[src/rtl/affine_ctrl_pkg.sv]
// Shared types and constants for the affine loop controller.
// Holds the FSM state encoding, dimension count and default control-variable width.
package affine_ctrl_pkg;

  localparam int NDIM      = 4;
  localparam int W_DEFAULT = 16;

  typedef enum logic [1:0] {
    S_IDLE,
    S_DELAY,
    S_RUN,
    S_DONE
  } state_t;

  // Bits needed to hold values 0..max_val, never less than one bit.
  function automatic int cnt_width(input int max_val);
    return (max_val < 2) ? 1 : $clog2(max_val + 1);
  endfunction

endpackage

[src/rtl/affine_loop_dim_cnt.sv]
// One loop dimension: a wrapping index counter.
// It advances on inc_in and raises carry_out when it wraps from EXTENT-1 back to 0.
module affine_loop_dim_cnt
  import affine_ctrl_pkg::*;
#(
  parameter int W      = W_DEFAULT,
  parameter int EXTENT = 1
) (
  input  logic         clk,
  input  logic         rst_n,
  input  logic         clear,
  input  logic         inc_in,
  output logic [W-1:0] count,
  output logic         carry_out
);

  logic [W-1:0] r_count;
  logic         w_at_max;

  // An extent of 1 keeps the counter permanently at 0, since it is always "at max".
  assign w_at_max  = (r_count == W'(EXTENT - 1));
  assign carry_out = inc_in && w_at_max;
  assign count     = r_count;

  always_ff @(posedge clk) begin
    if (!rst_n || clear) begin
      r_count <= '0;
    end else if (inc_in) begin
      r_count <= w_at_max ? '0 : r_count + 1'b1;
    end
  end

endmodule

[src/rtl/affine_loop_ctrl.sv]
// Four-deep affine loop-nest sequencer.
// It issues one registered iteration strobe with its loop indices every II cycles after an optional start delay.
module affine_loop_ctrl
  import affine_ctrl_pkg::*;
#(
  parameter int W           = W_DEFAULT,
  parameter int EXTENT_0    = 1,
  parameter int EXTENT_1    = 4,
  parameter int EXTENT_2    = 32,
  parameter int EXTENT_3    = 32,
  parameter int START_DELAY = 0,
  parameter int II          = 1
) (
  input  logic                   clk,
  input  logic                   rst_n,
  input  logic                   flush,
  input  logic                   stall,
  output logic                   valid,
  output logic [NDIM-1:0][W-1:0] ctrl_vars,
  output logic                   done
);

  localparam int DW = cnt_width(START_DELAY);
  localparam int IW = cnt_width(II);

  state_t                 r_state;
  logic [DW-1:0]          r_dly;
  logic [IW-1:0]          r_ii;
  logic                   w_issue;
  logic                   w_dly_last;
  logic                   w_ii_last;
  logic [NDIM-1:0]        w_inc;
  logic [NDIM-1:0]        w_carry;
  logic [NDIM-1:0][W-1:0] w_cnt;

  assign w_issue    = rst_n && !flush && !stall && (r_state == S_RUN) && (r_ii == '0);
  assign w_dly_last = (int'(r_dly) >= START_DELAY - 1);
  assign w_ii_last  = (int'(r_ii) >= II - 1);

  // Innermost dimension steps on every issue; each outer one steps on its inner neighbour's carry.
  for (genvar g = 0; g < NDIM; g++) begin : g_dim
    localparam int EXT = (g == 0) ? EXTENT_0 :
                         (g == 1) ? EXTENT_1 :
                         (g == 2) ? EXTENT_2 : EXTENT_3;
    if (g == NDIM - 1) begin : g_inner
      assign w_inc[g] = w_issue;
    end else begin : g_outer
      assign w_inc[g] = w_carry[g+1];
    end
    affine_loop_dim_cnt #(
      .W      (W),
      .EXTENT (EXT)
    ) u_cnt (
      .clk       (clk),
      .rst_n     (rst_n),
      .clear     (flush),
      .inc_in    (w_inc[g]),
      .count     (w_cnt[g]),
      .carry_out (w_carry[g])
    );
  end

  always_ff @(posedge clk) begin
    if (!rst_n) begin
      r_state   <= S_IDLE;
      r_dly     <= '0;
      r_ii      <= '0;
      valid     <= 1'b0;
      done      <= 1'b0;
      ctrl_vars <= '0;
    end else if (flush) begin
      r_state <= (START_DELAY == 0) ? S_RUN : S_DELAY;
      r_dly   <= '0;
      r_ii    <= '0;
      valid   <= 1'b0;
      done    <= 1'b0;
    end else begin
      case (r_state)
        S_IDLE: begin
          valid <= 1'b0;
        end
        S_DELAY: begin
          valid <= 1'b0;
          if (!stall) begin
            if (w_dly_last) r_state <= S_RUN;
            else            r_dly   <= r_dly + 1'b1;
          end
        end
        S_RUN: begin
          if (stall) begin
            valid <= 1'b0;
          end else begin
            valid <= (r_ii == '0);
            r_ii  <= w_ii_last ? '0 : r_ii + 1'b1;
            // State moves to DONE with the last issue, so done rises on the following edge.
            if (r_ii == '0) begin
              ctrl_vars <= w_cnt;
              if (w_carry[0]) r_state <= S_DONE;
            end
          end
        end
        S_DONE: begin
          valid <= 1'b0;
          done  <= 1'b1;
        end
        default: begin
          r_state <= S_IDLE;
          valid   <= 1'b0;
        end
      endcase
    end
  end

endmodule

[config.mk]
export PLATFORM = sky130hd
export DESIGN_NAME = affine_loop_ctrl
export DESIGN_NICKNAME = d
export VERILOG_FILES = /design/src/rtl/affine_ctrl_pkg.sv /design/src/rtl/affine_loop_dim_cnt.sv /design/src/rtl/affine_loop_ctrl.sv
export SDC_FILE = /design/constraint.sdc
export NUM_CORES = 1
export LEC_CHECK = 0
export CAP_MARGIN = 20
export CORE_MARGIN = 3
export CORE_UTILIZATION = 57
export DETAILED_ROUTE_END_ITERATION = 16
export DONT_BUFFER_PORTS = 1
export GPL_ROUTABILITY_DRIVEN = 0
export PLACE_DENSITY = 0.75
export SETUP_SLACK_MARGIN = 0.05
export SYNTH_ARGS = -nofsm -noshare
export SYNTH_HDL_FRONTEND = slang
export SYNTH_SLANG_ARGS = --single-unit
[constraint.sdc]
create_clock -name clk -period 2.5 [get_ports clk]
set_input_delay 0.5 -clock clk [delete_from_list [all_inputs] [get_ports clk]]
set_output_delay 0.5 -clock clk [all_outputs]
set_load 0.02 [all_outputs]
**Word level (Yosys, flattened, before mapping)**

Index checks and enable logic that the tools add are counted.

- Output and inout bits: 66
- Register bits after elaboration: 132
- Input bits: 4

- Add/subtract/negate cells: 4
- Bitwise operators: 3
- Mux-type cells: 11
- Reductions and logical operators: 20
- Eq/ne operators: 12

Operators by type and width:

| kind | number |
|---|---|
| adder 16 x 1 -> 16 bit (second input constant) | 4 |
| 2-to-1 mux 16 bit | 4 |
| equality test 16 x 5 -> 1 bit (second input constant) | 2 |
| equality test 16 x 2 -> 1 bit (second input constant) | 1 |
| zero test 16 bit | 1 |
| 2-to-1 mux 2 bit | 4 |
| AND reduction 4 bit | 2 |
| logical AND 1 bit | 7 |
| inequality test 3 bit (second input constant) | 2 |
| equality test 2 bit (second input constant) | 2 |
| inequality test 2 bit (second input constant) | 2 |
| one-hot mux 2 bit (2 select lines) | 1 |
| zero test 1 bit | 3 |
| inequality test 3 x 2 -> 1 bit (second input constant) | 1 |
| NOT 1 bit | 3 |
| AND reduction 3 bit | 1 |
| nonzero test 3 bit | 1 |
| OR reduction 3 bit | 1 |
| equality test 2 x 1 -> 1 bit (second input constant) | 1 |
| zero test 2 bit | 1 |
| inequality test 2 x 1 -> 1 bit (second input constant) | 1 |
| one-hot mux 1 bit (2 select lines) | 1 |
| nonzero test 2 bit | 1 |
| OR reduction 2 bit | 1 |
| other kinds (2) | 2 |

**Logic depth before layout (Yosys ltp)**

Gate-level depths: netlist (run 1).

- Depth after elaboration: 12
- Gate-level depth with buffers: 11
- Mapped depth without buffers: 7

**By module**

Synthesis (run 1) repeated with hierarchy kept, for this count alone.

- Cell total of the unflattened synthesis: 656
- Area, all modules: 5657.9 um^2

Modules (own cells, without submodules):

| module | sequential area each (um^2) | area an instance (um^2) | cells an instance | instances |
|---|---|---|---|---|
| affine_loop_ctrl | 1361.3 | 2534.9 | 307 | 1 |
| affine_loop_dim_cnt (g_dim[2].u_cnt ...) | 320.3 | 769.5 | 87 | 2 |
| affine_loop_dim_cnt (g_dim[1].u_cnt) | 320.3 | 810.8 | 86 | 1 |
| affine_loop_dim_cnt (g_dim[0].u_cnt) | 320.3 | 773.2 | 89 | 1 |

**Worst setup path after synthesis (run 1)**

OpenSTA, ideal clock, no wires.

- Kind: register to register
- Start point: register g_dim[3].u_cnt.r_count[0]
- End point: register g_dim[1].u_cnt.r_count[5]
- Stages on the path, launching flop included: 10
- Clock period less this slack: 2.435 ns
- Setup slack: 0.065 ns
- Data required time: 2.429 ns
- Data arrival time: 2.365 ns
- Library setup time: 0.071 ns
- Path buffers: 3
- Cell sequence: dfxtp_1 > ha_1 > clkbuf_1 > nor4b_1 > and3_1 > clkbuf_1 > nand3_1 > buf_2 > or3_1 > a21oi_1

- Word-level cells in the longest chain between the ends: 3

RTL lines:

| what | RTL line | RTL |
|---|---|---|
| start: declaration | affine_loop_dim_cnt.sv:17 | `logic [W-1:0] r_count;` |
| start signal: assignment | affine_loop_dim_cnt.sv:29 | `r_count <= w_at_max ? '0 : r_count + 1'b1;` |
| equality test 16 x 5 -> 1 bit | affine_loop_dim_cnt.sv:21 | `assign w_at_max = (r_count == W'(EXTENT - 1));` |
| logical AND 1 bit (2 in series) | affine_loop_dim_cnt.sv:22 | `assign carry_out = inc_in && w_at_max;` |
| end signal: assignment | affine_loop_dim_cnt.sv:29 |  |
| end: declaration | affine_loop_dim_cnt.sv:17 |  |

No other way between the ends.
A chain may end at the register's enable or synchronous reset.

**Worst setup path in the final report (run 1)**

- Start point: register g_dim[2].u_cnt.r_count[9]
- End point: register g_dim[0].u_cnt.r_count[10]

- Word-level cells in the longest chain between the ends: 3

RTL lines:

| what | RTL line |
|---|---|
| start: declaration | affine_loop_dim_cnt.sv:17 |
| start signal: assignment | affine_loop_dim_cnt.sv:29 |
| equality test 16 x 5 -> 1 bit | affine_loop_dim_cnt.sv:21 |
| logical AND 1 bit (2 in series) | affine_loop_dim_cnt.sv:22 |
| end signal: assignment | affine_loop_dim_cnt.sv:29 |
| end: declaration | affine_loop_dim_cnt.sv:17 |

No other way between the ends.

==> results of run 1 <==
## power breakdown
group / internal (mW) / switching (mW)
sequential: 2.11 / 0.00222
combinational: 0.0264 / 0.0456
clock: 1.46 / 0.924
## critical path, stage by stage, from the launching register on
cell      delay (ns)
dfxtp_1         0.36
or4_4           0.58
or4_4           0.58
nor4_4          0.45
a21oi_1         0.13
a211oi_1        0.22
## logic make-up after synthesis
family	count (synthesis)
multiplexers	1
AND/OR/NAND/NOR	334
adder cells (fa/ha/maj)	8
XOR/XNOR	30
buffers and inverters	53
AO/OA/AOI/OAI	133
flip-flops	132
## through the flow
step	utilization [%]	power [mW]	std cells	instance area, um2
after floorplan	-	2.217	691	5799
after global placement	61.53	2.223	813	6042
after detailed placement	61.53	2.226	813	6042
after CTS	67.62	4.579	847	6640
after global routing	68.53	4.689	851	6729
final	68.53	4.567	851	6729
## worst max-delay path by stage
stage / endpoint / slack, ns / cells past startpoint
6_report: g_dim[0].u_cnt.count[10] / 0.08 / 5
5_1_grt: g_dim[1].u_cnt.count[12] / 0.02 / 8
4_1_cts: g_dim[1].u_cnt.count[12] / 0.02 / 7
3_5_place_dp: g_dim[0].u_cnt.count[11] / 0.08 / 5
3_3_place_gp: g_dim[0].u_cnt.count[11] / 0.16 / 5
2_1_floorplan: g_dim[1].u_cnt.count[5] / 0.06 / 9
## registers in the layout, indices dropped and copies added (netlist names)
name               count
g_dim.u_cnt.count     64
ctrl_vars             64
valid                  1
r_state                2
done                   1
## cell usage after synthesis (2+ instances only)
cell      count
nor2_1       39
or4_1        15
and4_1        7
nand2_1     153
dfxtp_1     132
nor4b_1       4
buf_2         4
o21ai_0      16
or3_1        15
ha_1          8
or4_4         3
xnor2_1      17
or2_2         2
xor2_1       13
a21oi_1      34
and2_1        6
nor4_4        2
nor3_1        9
a21boi_0     64
nand3_1      27
inv_1        12
and3_1        5
nand4_1      19
nor3b_1       2
o31ai_1      11
clkbuf_1     35
nor4_1       20
## cell usage in the layout (no fill, tap or decap), types with 3 or more instances in the layout
cell / n
a21boi_0: 64
a21oi_1: 34
and2_1: 6
and3_1: 3
and4_1: 7
buf_4: 33
clkbuf_16: 16
clkbuf_8: 3
clkinv_2: 4
clkinvlp_4: 6
dfxtp_1: 131
ha_1: 7
inv_1: 12
nand2_1: 153
nand3_1: 27
nand4_1: 19
nor2_1: 39
nor3_1: 9
nor4_1: 19
o21ai_0: 16
o31ai_1: 10
or3_1: 14
or4_1: 15
or4_4: 3
xnor2_1: 17
xor2_1: 13
## area by class of cell
type                       count  area share [%]
clock buffer                  19           6.564
clock inverter                13           1.990
inverter                      12          0.6694
multi-input combinational    508           45.04
sequential                   132           39.29
tap                          133           2.473
timing repair buffer          34           3.979
## metal layers
metal,vias up,routed length [um],GRT usage (%)
met5,-,0,0
met4,0,356,13.24
met3,35,895,6.141
met2,172,6869,42.09
met1,2428,5941,30.38
li1,2460,-,-
## what timing repair did
| item | 4_1_cts | 5_1_grt |
|---|---|---|
| resized for setup | 0 | 12 |
| pin swaps | 2 | 4 |
| hold endpoints to repair | 0 | 0 |
| gates cloned | 1 | 1 |
| setup endpoints to repair | 1 | 44 |
| buffers inserted | 1 | 3 |
==> flow_summary.ini, run 1 <==
[sta]
post-route-period-util_pct = 96.71
relSlewSlack_pct = 57.00
hold_viol = 0
timing.final.ws_setup_ns = 0.08213
rsz0062_at_grt = true
skew_ns = 0.007336
worst_slew_pin_slew_ns = 0.6451
hold_ws_ns = 0.04524
setup-violations-final = 0
fin_tns_setup_ns = 0
fmax_mhz = 413.6
final.min_clock_period_ns = 2.418
maxSlewViolCount = 0

[global_route]
grtUsageTotal_pct = 25.33
grt_overflow = 0
grt_first_pass_wirelength_um = 23540
grt_pass1_vias = 4989
grt_antenna_before_repair = 0
grt_max_degree = 69

[logic_synthesis]
synth_seq_cells = 132
ys_seq_area_share_pct = 45.57
synth_compound_area_share_pct = 15.25
yosysTopAreaCell = dfxtp_1
syn_area_per_cell_um2 = 8.393
yosys.area_share.simple_pct = 29.10
synthCells = 691
synth_top_family_by_area = simple AND/OR/NAND/NOR gates
yosys_warnings = 0
synth_area_mm2 = 0.005799
synthMuxAreaShare_pct = 0.1726
yosys.area_share.xor_xnor_pct = 4.531
async_reset_ff_share_pct = 0
synth-main-ff-cell = dfxtp_1
ys_types = 44
synth_edf_count = 0
syn-num-nets = 703
synth-adder-area-share_pct = 1.726
synth.top_cell.area_share_pct = 45.57
yosys-top-cells-area = dfxtp_1 46%, nand2_1 9.9%, a21boi_0 8.3%

[clock_tree]
clockBufferDepth = 2
clock_latency_ns = 0.53
cts.sinks = 132
postCtsHoldBufs = 0
tritoncts = done
htreeDepth = 4
cts_root_buf = clkbuf_8
clkTransAtPathRegs_ns = 0.06
cts_inserted_buffers = 17

[floorplanning]
die-height_um = 106.9
dieArea_mm2 = 0.01142
core-area_mm2 = 0.009819
io-pin-count = 70
start_util_pct = 59.06
rows = 36
die_w_um = 106.9

[final_layout]
drive_gt1_share_pct = 12.53
antenna_cells = 0
seq_area_mm2 = 0.002644
multi_input_area_mm2 = 0.003030
nFillCells = 830
syn2layout_area_growth_pct = 16.03
layout.nets = 717

[critical_path]
required_ns = 2.93
r2r_cells = 5
cp-start-kind = flip-flop
end_kind = flip-flop
crit_start = g_dim[2].u_cnt.count[9]
r2r-start = g_dim[2].u_cnt.count[9]
r2r_slack_ns = 0.08
reg2reg_to = g_dim[0].u_cnt.count[10]
crit_arrival_ns = 2.85
crit_type = reg -> reg
crit_fanout = 7

[power_and_ir_drop]
p_leak_nw = 2.189
ir_drop_mv = 0.3661
powerDensity_mw_per_mm2 = 678.7

[status]
status = finished clean

[drt]
drc = 0
dr.pass1.iters = 5
ant_nets = 0
avgViaCountPerCell = 5.987
drt_iter0_drc = 289
via_count = 5095
wirelength_um = 14060
wire_per_inst_um = 16.52

[worst_hold_path]
hold_class = in -> reg
worstHoldStart = stall
holdPathStages = 1
whs_endpoint = valid

[placed_design]
port_buffers = 0
dpl.hpwl_um = 8876
pre_cts_ws_ns = 0.07642

[run]
maxCapViolations = 0
Power figures use the tool's default switching activity.
==> inputs of run 2 (changes only) <==
Settings changed: SKIP_LAST_GASP set to 1.
==> results of run 2 <==
The final DEF is identical to that of run 1; final timing and power are the same.
==> inputs of run 3 (changes only) <==
Settings changed: REMOVE_ABC_BUFFERS set to 1.
==> flow_summary.ini, run 3 (same netlist as run 1, synthesis figures left out) <==
[status]
status = finished clean

[final_layout]
layout_common_cells = 152 x nand2_1, 131 x dfxtp_1, 64 x a21boi_0, 39 x nor2_1, 33 x a21oi_1
syn2layout_area_growth_pct = 15.17
antenna_cells = 0
nFillCells = 841
seq_area_mm2 = 0.002644
layout.nets = 718
drive_gt1_share_pct = 12.24
final_common_cell = nand2_1
multi_input_area_mm2 = 0.002989
fin_cells = 852

[power_and_ir_drop]
p_clk_share_pct = 50.4
powerDensity_mw_per_mm2 = 657.8
combPwrFrac_pct = 1.6
p_seq_share_pct = 48.0
p_sw_share_pct = 20.66
ir_drop_mv = 0.3438
p_int_mw = 3.486
p_leak_nw = 2.150
power_switching_mw = 0.9075

[sta]
relSlewSlack_pct = 58.12
maxSlewViolCount = 0
rsz0062_at_grt = true
final.min_clock_period_ns = 2.415
setup-violations-final = 0
fin_tns_setup_ns = 0
skew_ns = 0.006166
fmax_mhz = 414.1
hold_ws_ns = 0.06786
post-route-period-util_pct = 96.60
hold_viol = 0
worst_slew_pin_slew_ns = 0.6282
timing.final.ws_setup_ns = 0.08493

[placed_design]
port_buffers = 0
dpl.cell_count = 813
dpl.hpwl_um = 8533
pre_cts_ws_ns = 0.1275

[clock_tree]
tritoncts = done
clkTransAtPathRegs_ns = 0.06
cts_inserted_buffers = 17
clock_latency_ns = 0.52
postCtsHoldBufs = 0
htreeDepth = 4
clockBufferDepth = 2
cts_root_buf = clkbuf_8
cts.sinks = 132

[drt]
avgViaCountPerCell = 5.859
drt_iter0_drc = 233
drc = 0
wire_per_inst_um = 15.27
dr.pass1.iters = 5
via_count = 4992
wirelength_um = 13010
ant_nets = 0

[run]
maxCapViolations = 0

[critical_path]
cp_slowest_cell = or4_4
cp-start-kind = flip-flop
r2r_slack_ns = 0.08
cp_cell_sequence = or4_4 -> nor4_4 -> nand4b_4 -> buf_4 -> or4_1 -> a21oi_1
critPathBufInv = 1
required_ns = 2.95
cpPeakStageDelay_ns = 0.58
crit_fanout = 7
crit_type = reg -> reg
end_kind = flip-flop
crit_arrival_ns = 2.87
cp_top_family = simple AND/OR/NAND/NOR gates

[global_route]
grt_overflow = 0
grt_first_pass_wirelength_um = 21580
grtUsageTotal_pct = 23.10
grt_max_degree = 69
grt_antenna_before_repair = 0
grt_pass1_vias = 4737

[worst_hold_path]
hold_class = in -> reg

[floorplanning]
rows = 36
die_w_um = 106.9
io-pin-count = 70
start_util_pct = 59.06
dieArea_mm2 = 0.01142
core-area_mm2 = 0.009819
die-height_um = 106.9
run 3: layout make-up:
type / instances / share of cell area [%]
clock buffer: 21 / 6.725
tap: 133 / 2.492
clock inverter: 11 / 1.274
multi-input combinational: 506 / 44.75
inverter: 12 / 0.6744
sequential: 132 / 39.58
timing repair buffer: 37 / 4.496
run 3: through the flow:
step	util (%)	area [um2]	total power, mW
after floorplan	-	5633	2.200
after global routing	68.02	6679	4.530
final	68.02	6679	4.394
after detailed placement	61.53	6042	2.224
after CTS	66.97	6576	4.435
after global placement	61.53	6042	2.223
run 3: repair_timing:
item,in CTS,in global routing
resized for setup,0,12
endpoints found under the setup margin,0,32
setup buffers,0,6
run 3: final timing paths:
check | startpoint | to | depth (start not counted)
max | g_dim[2].u_cnt.count[9] | g_dim[0].u_cnt.count[11] | 6
min | stall | valid | 1
max reg2reg | g_dim[2].u_cnt.count[9] | g_dim[0].u_cnt.count[11] | 6
min reg2reg | g_dim[2].u_cnt.count[15] | ctrl_vars[47] | 2
run 3: routing by layer:
layer	track usage, %	part of all wire (%)	up-vias
met2	39.39	49	147
met4	9.680	2.0	0
li1	-	-	2463
met1	27.71	43	2353
met3	5.840	5.6	29
met5	0	0	-
run 3: power by group through the flow:
stage / Clock (mW) / Combinational [mW] / Sequential [mW]
after global routing: 2.35 / 0.0770 / 2.11
final: 2.21 / 0.0704 / 2.11
after floorplan: 0 / 0.0462 / 2.15
after detailed placement: 0 / 0.0702 / 2.15
after global placement: 0 / 0.0691 / 2.15
after CTS: 2.26 / 0.0704 / 2.11
run 3: worst register-to-register path: stages, from the launching register on:
cell      delay (ns)
dfxtp_2         0.35
or4_4           0.58
nor4_4          0.39
nand4b_4        0.21
buf_4           0.18
or4_1           0.50
a21oi_1         0.14
